### src/rtl/stf_sample_gate.sv
// stf_sample_gate: lookback gate between sync_short and the long-preamble synchroniser.
// Keeps the most recent LOOKBACK I/Q samples; on a short-preamble detection it replays
// them oldest-first and then passes live samples until frame end or a lock timeout.
// Optional build macro: STF_GATE_STATS_EN adds detection/timeout statistics counters.
module stf_sample_gate #(
    parameter int unsigned LOOKBACK = 16,
    parameter int unsigned TIMEOUT  = 320
) (
    input  logic        clk,
    input  logic        g_reset,
    input  logic        enable,
    input  logic [31:0] sample_in,
    input  logic        sample_in_strobe,
    input  logic        short_preamble_detected,
    input  logic        long_sync_locked,
    input  logic        demod_done,
    output logic [31:0] sample_out,
    output logic        sample_out_strobe,
    output logic        frame_active,
    output logic        abort,
    output logic [15:0] detect_count,
    output logic [15:0] abort_count
);

    localparam int unsigned AW = $clog2(LOOKBACK);
    localparam int unsigned PW = AW + 1;
    localparam int unsigned TW = $clog2(TIMEOUT + 1);

    typedef enum logic [1:0] {StIdle, StActive, StLocked} state_e;

    state_e        state_q, state_d;
    logic [PW-1:0] wr_ptr_q, wr_ptr_d;
    logic [PW-1:0] rd_ptr_q, rd_ptr_d;
    logic [PW-1:0] count_q, count_d;
    logic [31:0]   mem_q [LOOKBACK];
    logic [TW-1:0] tmo_cnt_q, tmo_cnt_d;

    logic [31:0] sample_out_d;
    logic        sample_out_strobe_d;
    logic        frame_active_d;
    logic        abort_d;

    logic fifo_empty, fifo_full;
    logic detect_acc, timeout_hit, done_hit, flush;
    logic wr_en, rd_en, drop, pop;

    // Event decode shared by the FSM, FIFO and output logic
    always_comb begin
        fifo_empty  = (count_q == '0);
        fifo_full   = (count_q == PW'(LOOKBACK));
        detect_acc  = enable && (state_q == StIdle) && short_preamble_detected;
        timeout_hit = enable && (state_q == StActive) && sample_in_strobe &&
                      (tmo_cnt_q == TW'(TIMEOUT - 1));
        done_hit    = enable && (state_q == StLocked) && demod_done;
        flush       = !enable || timeout_hit || done_hit;
        wr_en       = enable && sample_in_strobe;
        // A read in the final frame cycle still goes out; the flush lands on the same edge
        rd_en       = (state_q != StIdle) && !fifo_empty;
        // In IDLE a write into a full lookback discards the oldest entry
        drop        = (state_q == StIdle) && wr_en && fifo_full;
        pop         = rd_en || drop;
    end

    // State register
    always_ff @(posedge clk) begin
        if (g_reset) begin
            state_q <= StIdle;
        end else begin
            state_q <= state_d;
        end
    end

    // Next-state logic; enable low overrides every transition
    always_comb begin
        state_d = state_q;
        if (!enable) begin
            state_d = StIdle;
        end else begin
            unique case (state_q)
                StIdle: begin
                    if (short_preamble_detected) state_d = StActive;
                end
                StActive: begin
                    if (timeout_hit)           state_d = StIdle;
                    else if (long_sync_locked) state_d = StLocked;
                end
                StLocked: begin
                    if (demod_done) state_d = StIdle;
                end
                default: state_d = StIdle;
            endcase
        end
    end

    // Output next-values; outputs are registered one cycle behind the read
    always_comb begin
        sample_out_d        = rd_en ? mem_q[rd_ptr_q[AW-1:0]] : sample_out;
        sample_out_strobe_d = rd_en;
        frame_active_d      = (state_d != StIdle);
        abort_d             = timeout_hit;
    end

    // Output registers
    always_ff @(posedge clk) begin
        if (g_reset) begin
            sample_out        <= '0;
            sample_out_strobe <= 1'b0;
            frame_active      <= 1'b0;
            abort             <= 1'b0;
        end else begin
            sample_out        <= sample_out_d;
            sample_out_strobe <= sample_out_strobe_d;
            frame_active      <= frame_active_d;
            abort             <= abort_d;
        end
    end

    // FIFO pointer/count and timeout counter next-state
    always_comb begin
        wr_ptr_d  = wr_ptr_q;
        rd_ptr_d  = rd_ptr_q;
        count_d   = count_q;
        tmo_cnt_d = tmo_cnt_q;
        if (flush) begin
            wr_ptr_d = '0;
            rd_ptr_d = '0;
            count_d  = '0;
        end else begin
            if (wr_en) wr_ptr_d = wr_ptr_q + PW'(1);
            if (pop)   rd_ptr_d = rd_ptr_q + PW'(1);
            count_d = count_q + PW'(wr_en) - PW'(pop);
        end
        if (detect_acc) begin
            tmo_cnt_d = '0;
        end else if (enable && (state_q == StActive) && sample_in_strobe) begin
            tmo_cnt_d = tmo_cnt_q + TW'(1);
        end
    end

    // FIFO control registers
    always_ff @(posedge clk) begin
        if (g_reset) begin
            wr_ptr_q  <= '0;
            rd_ptr_q  <= '0;
            count_q   <= '0;
            tmo_cnt_q <= '0;
        end else begin
            wr_ptr_q  <= wr_ptr_d;
            rd_ptr_q  <= rd_ptr_d;
            count_q   <= count_d;
            tmo_cnt_q <= tmo_cnt_d;
        end
    end

    // Sample storage; contents need no reset since count gates every read
    always_ff @(posedge clk) begin
        if (!g_reset && wr_en && !flush) begin
            mem_q[wr_ptr_q[AW-1:0]] <= sample_in;
        end
    end

`ifdef STF_GATE_STATS_EN
    logic [15:0] detect_count_q, abort_count_q;

    // Statistics counters, wrapping, cleared only by reset
    always_ff @(posedge clk) begin
        if (g_reset) begin
            detect_count_q <= '0;
            abort_count_q  <= '0;
        end else begin
            if (detect_acc)  detect_count_q <= detect_count_q + 16'd1;
            if (timeout_hit) abort_count_q  <= abort_count_q + 16'd1;
        end
    end

    assign detect_count = detect_count_q;
    assign abort_count  = abort_count_q;
`else
    assign detect_count = '0;
    assign abort_count  = '0;
`endif

endmodule

### config.mk
export PLATFORM = sky130hd
export DESIGN_NAME = stf_sample_gate
export DESIGN_NICKNAME = d
export VERILOG_FILES = /design/src/rtl/stf_sample_gate.sv
export SDC_FILE = /design/constraint.sdc
export NUM_CORES = 1
export LEC_CHECK = 0
export CORE_ASPECT_RATIO = 1.75
export CORE_MARGIN = 2
export CORE_UTILIZATION = 50
export DETAILED_ROUTE_END_ITERATION = 8
export GPL_ROUTABILITY_DRIVEN = 1
export PLACE_DENSITY = 0.68
export SYNTH_ARGS = -nofsm -noshare
export SYNTH_HDL_FRONTEND = slang
export SYNTH_SLANG_ARGS = --single-unit
export TNS_END_PERCENT = 10
### constraint.sdc
create_clock -name clk -period 5.2 [get_ports clk]
set_input_delay 0.78 -clock clk [delete_from_list [all_inputs] [get_ports clk]]
set_output_delay 0.78 -clock clk [all_outputs]
set_load 0.005 [all_outputs]
==> results of run 1 <==
kinds of logic after synthesis:
kind of cell    after synthesis  synth area share, %
mux                         161                 14.8
flops                       571                 75.2
simple gates                 83                 2.06
buf+inv                      95                 2.56
compound gates              110                 3.98
other cells                   1               0.0170
fa+ha+maj                    13                0.773
xor+xnor                     17                0.676
metal layers:
layer | vias up | routed length [um] | global-route usage [%]
li1 | 4420 | - | -
met1 | 5318 | 16000 | 22.8
met2 | 274 | 23300 | 35.3
met3 | 67 | 1690 | 2.12
met4 | 0 | 1230 | 6.47
met5 | - | 0 | 0
Yosys cell counts, drive strengths merged (2+ instances only):
cell type	count	share of area, %
mux4	128	13
xor2	8	0.32
ha	12	0.68
nor4	2	0.057
nand2	9	0.16
buf	64	2.0
xnor2	9	0.36
a22oi	64	2.8
inv	10	0.17
nor3	2	0.068
nor2	26	0.44
dfxtp	59	5.4
nand3	10	0.25
edfxtp	512	70
mux2	32	1.6
clkbuf	21	0.36
and3	17	0.48
o32ai	2	0.11
nand2b	4	0.11
o21ai	33	0.75
a21oi	8	0.18
nor3b	5	0.19
nand4b	2	0.080
final cells by class:
class	count	area (um^2)	share of cell area, %
Sequential cell	571	16600	66.7
Timing Repair Buffer	86	848	3.42
Clock buffer	65	1340	5.38
Inverter	10	37.5	0.151
Tap cell	566	708	2.85
Multi-Input combinational cell	416	5070	20.4
Clock inverter	23	267	1.07
path summary, 6_finish.rpt:
check / end / depth (start not counted) / slack [ns] / from
max: count_q[4] / 16 / 1.88 / count_q[3]
max reg2reg: count_q[4] / 16 / 1.88 / count_q[3]
min: tmo_cnt_q[1] / 2 / 0.49 / tmo_cnt_q[1]
min reg2reg: tmo_cnt_q[1] / 2 / 0.49 / tmo_cnt_q[1]
report_power, final:
group	switching [mW]	total [mW]	internal (mW)
Combinational	0.137	0.242	0.105
Sequential	0.0167	5.02	5.01
Clock	1.56	3.66	2.10
through the flow:
step	hold slack, ns	cell area [um^2]	std cells	worst slack, ns	power (mW)
2_1_floorplan	0.454	22100	1082	2.25	5.26
5_1_grt	0.513	24800	1737	1.65	9.18
6_report	0.491	24800	1737	1.88	8.93
4_1_cts	0.495	24800	1737	1.84	9.02
3_5_place_dp	0.486	23200	1649	1.33	5.37
3_3_place_gp	0.469	23200	1649	1.45	5.36
flip-flops by register name, indices dropped and copies added (netlist names), 2 cells and up:
| name | count |
|---|---|
| state_q | 2 |
| rd_ptr_q | 4 |
| wr_ptr_q | 4 |
| tmo_cnt_q | 9 |
| mem_q | 512 |
| count_q | 5 |
| sample_out | 32 |
worst max-delay path, cell delays in order, from the launching register on:
cell      delay (ns)
dfxtp_1         0.32
inv_1           0.08
ha_1            0.15
nand2b_1        0.10
o32ai_4         0.20
buf_4           0.53
nand2_1         0.24
ha_1            0.34
inv_1           0.04
ha_1            0.18
inv_1           0.08
fa_1            0.22
inv_1           0.05
a21oi_1         0.16
nor2_1          0.07
or3_1           0.34
a21oi_1         0.14
==> results.tsv, run 1 <==
metric	value	unit
via count	10100	
EDFF count, synth	512	
post-cts resize count	0	
Detailed Place HPWL	23100	um
Top FF cell, synth	edfxtp_1	
sequential fraction of the synthesis area	75.2	%
IO buf count	73	
Power per Cell Area	360	nW/um^2
Setup Crit Path Kind	flip-flop to flip-flop	
Die Area	45800	um^2
share of layout cells above drive strength 1	25.6	%
outcome	finished clean	
H-tree depth	2	
async set-reset flop share out of synthesis	0	%
Via density	5.80	
CP Launch Type	flip-flop	
max-cap viol count	0	
Critical Path AT	3.81	ns
vias in the first global route	10900	
worst skew pair latency	0.57	ns
Layout Utilization	57.1	%
f_max	301	MHz
Worst setup EP type	flip-flop	
measured slew at the worst slew-check pin	1.19	ns
max-slew violations	0	
Synth cell types	47	
per-cell routed wire length	24.3	um
clock slew at reported path FFs	0.07	ns
WP data required	5.69	ns
crit path time final	3.32	ns
Mapped Cells	1051	
static leakage	7.53	nW
DRC viols	0	
fin crit share	63.9	%
Slew HR	20.4	%
GRT Util Overall	19.0	%
number of synthesized register bits	571	
syn avg cell area	21.0	um^2
Nets	1185	
Core Region	43500	um^2
Antenna Nets Post-Route	0	
die width	163	um
Fin. Hold Viols	0	
synth warn	0	
Peak VDD IR	0.360	mV
RSZ-0062 raised after global routing	false	
io pins	106	
Congestion Overflow GR	0	
largest fanout on the critical path	39	
most common cell after layout, fill and taps aside	edfxtp_1	
number of fill cells	3215	
Std-Cell Rows	101	
Routed WL	42200	um
CTS tree	built	
drt first pass iters	5	
TNS Setup	0	ns
DR iter-0 viols	721	
diode count	0	
mapped cell area	22000	um^2
Synth-to-Final Area Change	12.7	%
GP Congestion	0.723	
# hold bufs at CTS	0	
Sink Count	571	
worst hold path class	flip-flop to flip-flop	
root buffer cell	clkbuf_16	
initial antenna violation count	0	
maximum clock path buffer count	3	
Post-CTS Setup Bufs	0	
Initial Util	50.7	%
Clock Skews	0.0189	ns
most frequent cells in the layout	edfxtp_1, mux4_2, clkdlybuf4s50_1, dfxtp_1, clkbuf_16	
first-pass GRT wire length	64800	um
Die Y	282	um
Num CTS Buffers	48	
largest net degree at the start of global routing	58	
Setup violations, final	0	
Note: power is estimated with default switching activity, not from simulation.
==> run 2: changes to the inputs <==
--- a/config.mk
+++ b/config.mk
@@ -10,7 +10,7 @@
 export CORE_UTILIZATION = 50
 export DETAILED_ROUTE_END_ITERATION = 8
 export GPL_ROUTABILITY_DRIVEN = 1
-export PLACE_DENSITY = 0.68
+export PLACE_DENSITY = 0.71
 export SYNTH_ARGS = -nofsm -noshare
 export SYNTH_HDL_FRONTEND = slang
 export SYNTH_SLANG_ARGS = --single-unit
==> constraint.sdc (replaced) <==
create_clock -name clk -period 2.85 [get_ports clk]
set_input_delay 0.4275 -clock clk [delete_from_list [all_inputs] [get_ports clk]]
set_output_delay 0.4275 -clock clk [all_outputs]
set_load 0.005 [all_outputs]
==> results.tsv, run 2 (synthesized netlist as in run 1, its figures left out) <==
metric	value	unit
DR iter-0 viols	906	
# hold bufs at CTS	0	
worst setup path end	count_q[4]	
Worst setup EP type	flip-flop	
f_max	360	MHz
met3 usage	2.81	%
IO buf count	73	
first-pass GRT wire length	68900	um
sw power	3.21	mW
diode count	0	
Hold Slack	0.360	ns
reg2reg end	count_q[4]	
Congestion Overflow GR	0	
die width	163	um
static leakage	7.90	nW
most frequent cells in the layout	edfxtp_1, mux4_2, clkdlybuf4s50_1, dfxtp_1	
CP Launch Type	flip-flop	
max-slew violations	0	
Setup Crit Path Kind	flip-flop to flip-flop	
R2R depth	16	
largest fanout on the critical path	2	
Peak VDD IR	0.492	mV
most common cell after layout, fill and taps aside	edfxtp_1	
Most Crowded Layer GR	met2	
Std-Cell Rows	101	
max-cap viol count	0	
worst reg2reg startpoint	count_q[3]	
worst skew pair latency	0.58	ns
met2 Use GR	37.1	%
share of layout cells above drive strength 1	30.2	%
Power per Cell Area	652	nW/um^2
per-cell routed wire length	25.4	um
GRT Util Overall	20.5	%
largest net degree at the start of global routing	57	
measured slew at the worst slew-check pin	0.839	ns
part of the power in combinational logic	3.0	%
clock network power share	42.0	%
Final WS setup	0.0723	ns
vias in the first global route	11200	
maximum clock path buffer count	3	
Core Region	43500	um^2
max FFs per register	512	
H-tree depth	2	
crit path time final	2.78	ns
via count	10500	
worst hold path class	input pin to flip-flop	
Crit. Startpoint	count_q[3]	
Initial Util	50.7	%
clock slew at reported path FFs	0.06	ns
Synth-to-Final Area Change	15.9	%
Flop pwr share	55.1	%
Nets	1238	
Critical Path AT	3.27	ns
Antenna Nets Post-Route	0	
outcome	finished clean	
Via density	5.85	
Num CTS Buffers	49	
CTS tree	built	
Slew HR	44.0	%
internal reg-to-reg setup slack	0.07	ns
Sink Count	571	
Detailed Place HPWL	27800	um
P_int	13.4	mW
Setup violations, final	0	
DRC viols	0	
Fin. Hold Viols	0	
initial antenna violation count	0	
Clock Skews	0.0137	ns
Die Area	45800	um^2
hold path cells	3	
GP Congestion	0.769	
drt first pass iters	4	
Routed WL	45600	um
root buffer cell	clkbuf_16	
Die Y	282	um
io pins	106	
Switching Share	19.3	%
TNS Setup	0	ns
fin crit share	97.5	%
Layout Utilization	58.7	%
dpl ws	-0.324	ns
M1 GR Usage	25.0	%
WP data required	3.34	ns
## run 2: critical path, cell delays in order, from the launching register on
cell	delay [ns]
dfxtp_1	0.33
inv_1	0.08
ha_1	0.14
nand2b_1	0.07
buf_4	0.15
o32ai_4	0.31
nand2_4	0.08
ha_1	0.29
inv_1	0.05
ha_2	0.18
inv_2	0.06
fa_2	0.19
inv_1	0.06
a21oi_2	0.15
nor2_2	0.06
or3_1	0.36
a21oi_1	0.13
## run 2: cell type report
type / instances / area (um^2)
well taps: 566 / 708
repair buffers: 138 / 1400
fillers: 3126 / 18000
clock inverters: 25 / 322
multi-input cells: 416 / 5090
clock buffers: 66 / 1390
inverters: 10 / 37.5
flip-flops and latches: 571 / 16600
## run 2: worst min path at each step
| stage | from | to | slack (ns) |
|---|---|---|---|
| 2_1_floorplan | tmo_cnt_q[1] | tmo_cnt_q[1] | 0.45 |
| 6_report | g_reset | state_q[1] | 0.36 |
| 3_3_place_gp | tmo_cnt_q[1] | tmo_cnt_q[1] | 0.46 |
| 4_1_cts | g_reset | state_q[1] | 0.33 |
| 3_5_place_dp | tmo_cnt_q[1] | tmo_cnt_q[1] | 0.49 |
| 5_1_grt | g_reset | state_q[1] | 0.39 |
## run 2: power by group through the flow
stage                     Sequential (mW)  Clock [mW]  Combinational [mW]
after detailed placement             9.34           0               0.484
final                                9.16        6.98               0.493
after CTS                            9.16        7.12               0.487
after floorplan                      9.34           0               0.259
after global routing                 9.16        7.41               0.541
after global placement               9.34           0               0.472
## run 2: metrics by stage
stage / power [mW] / instances / area (um^2)
after global routing: 17.1 / 1792 / 25500
final: 16.6 / 1792 / 25500
after detailed placement: 9.83 / 1698 / 23800
after global placement: 9.81 / 1698 / 23800
after CTS: 16.8 / 1789 / 25500
after floorplan: 9.60 / 1082 / 22100
## run 2: repair_timing
| item | in CTS | in global routing |
|---|---|---|
| gates resized for setup | 0 | 8 |
| hold endpoints to repair | 0 | 0 |
| setup buffers | 0 | 3 |
| endpoints found under the setup margin | 0 | 1 |
## run 2: per-layer routing
metal | wire length [um] | share of wire (%)
met5 | 0 | 0
met3 | 2310 | 5.1
met1 | 16900 | 37
met2 | 24700 | 54
met4 | 1710 | 3.7
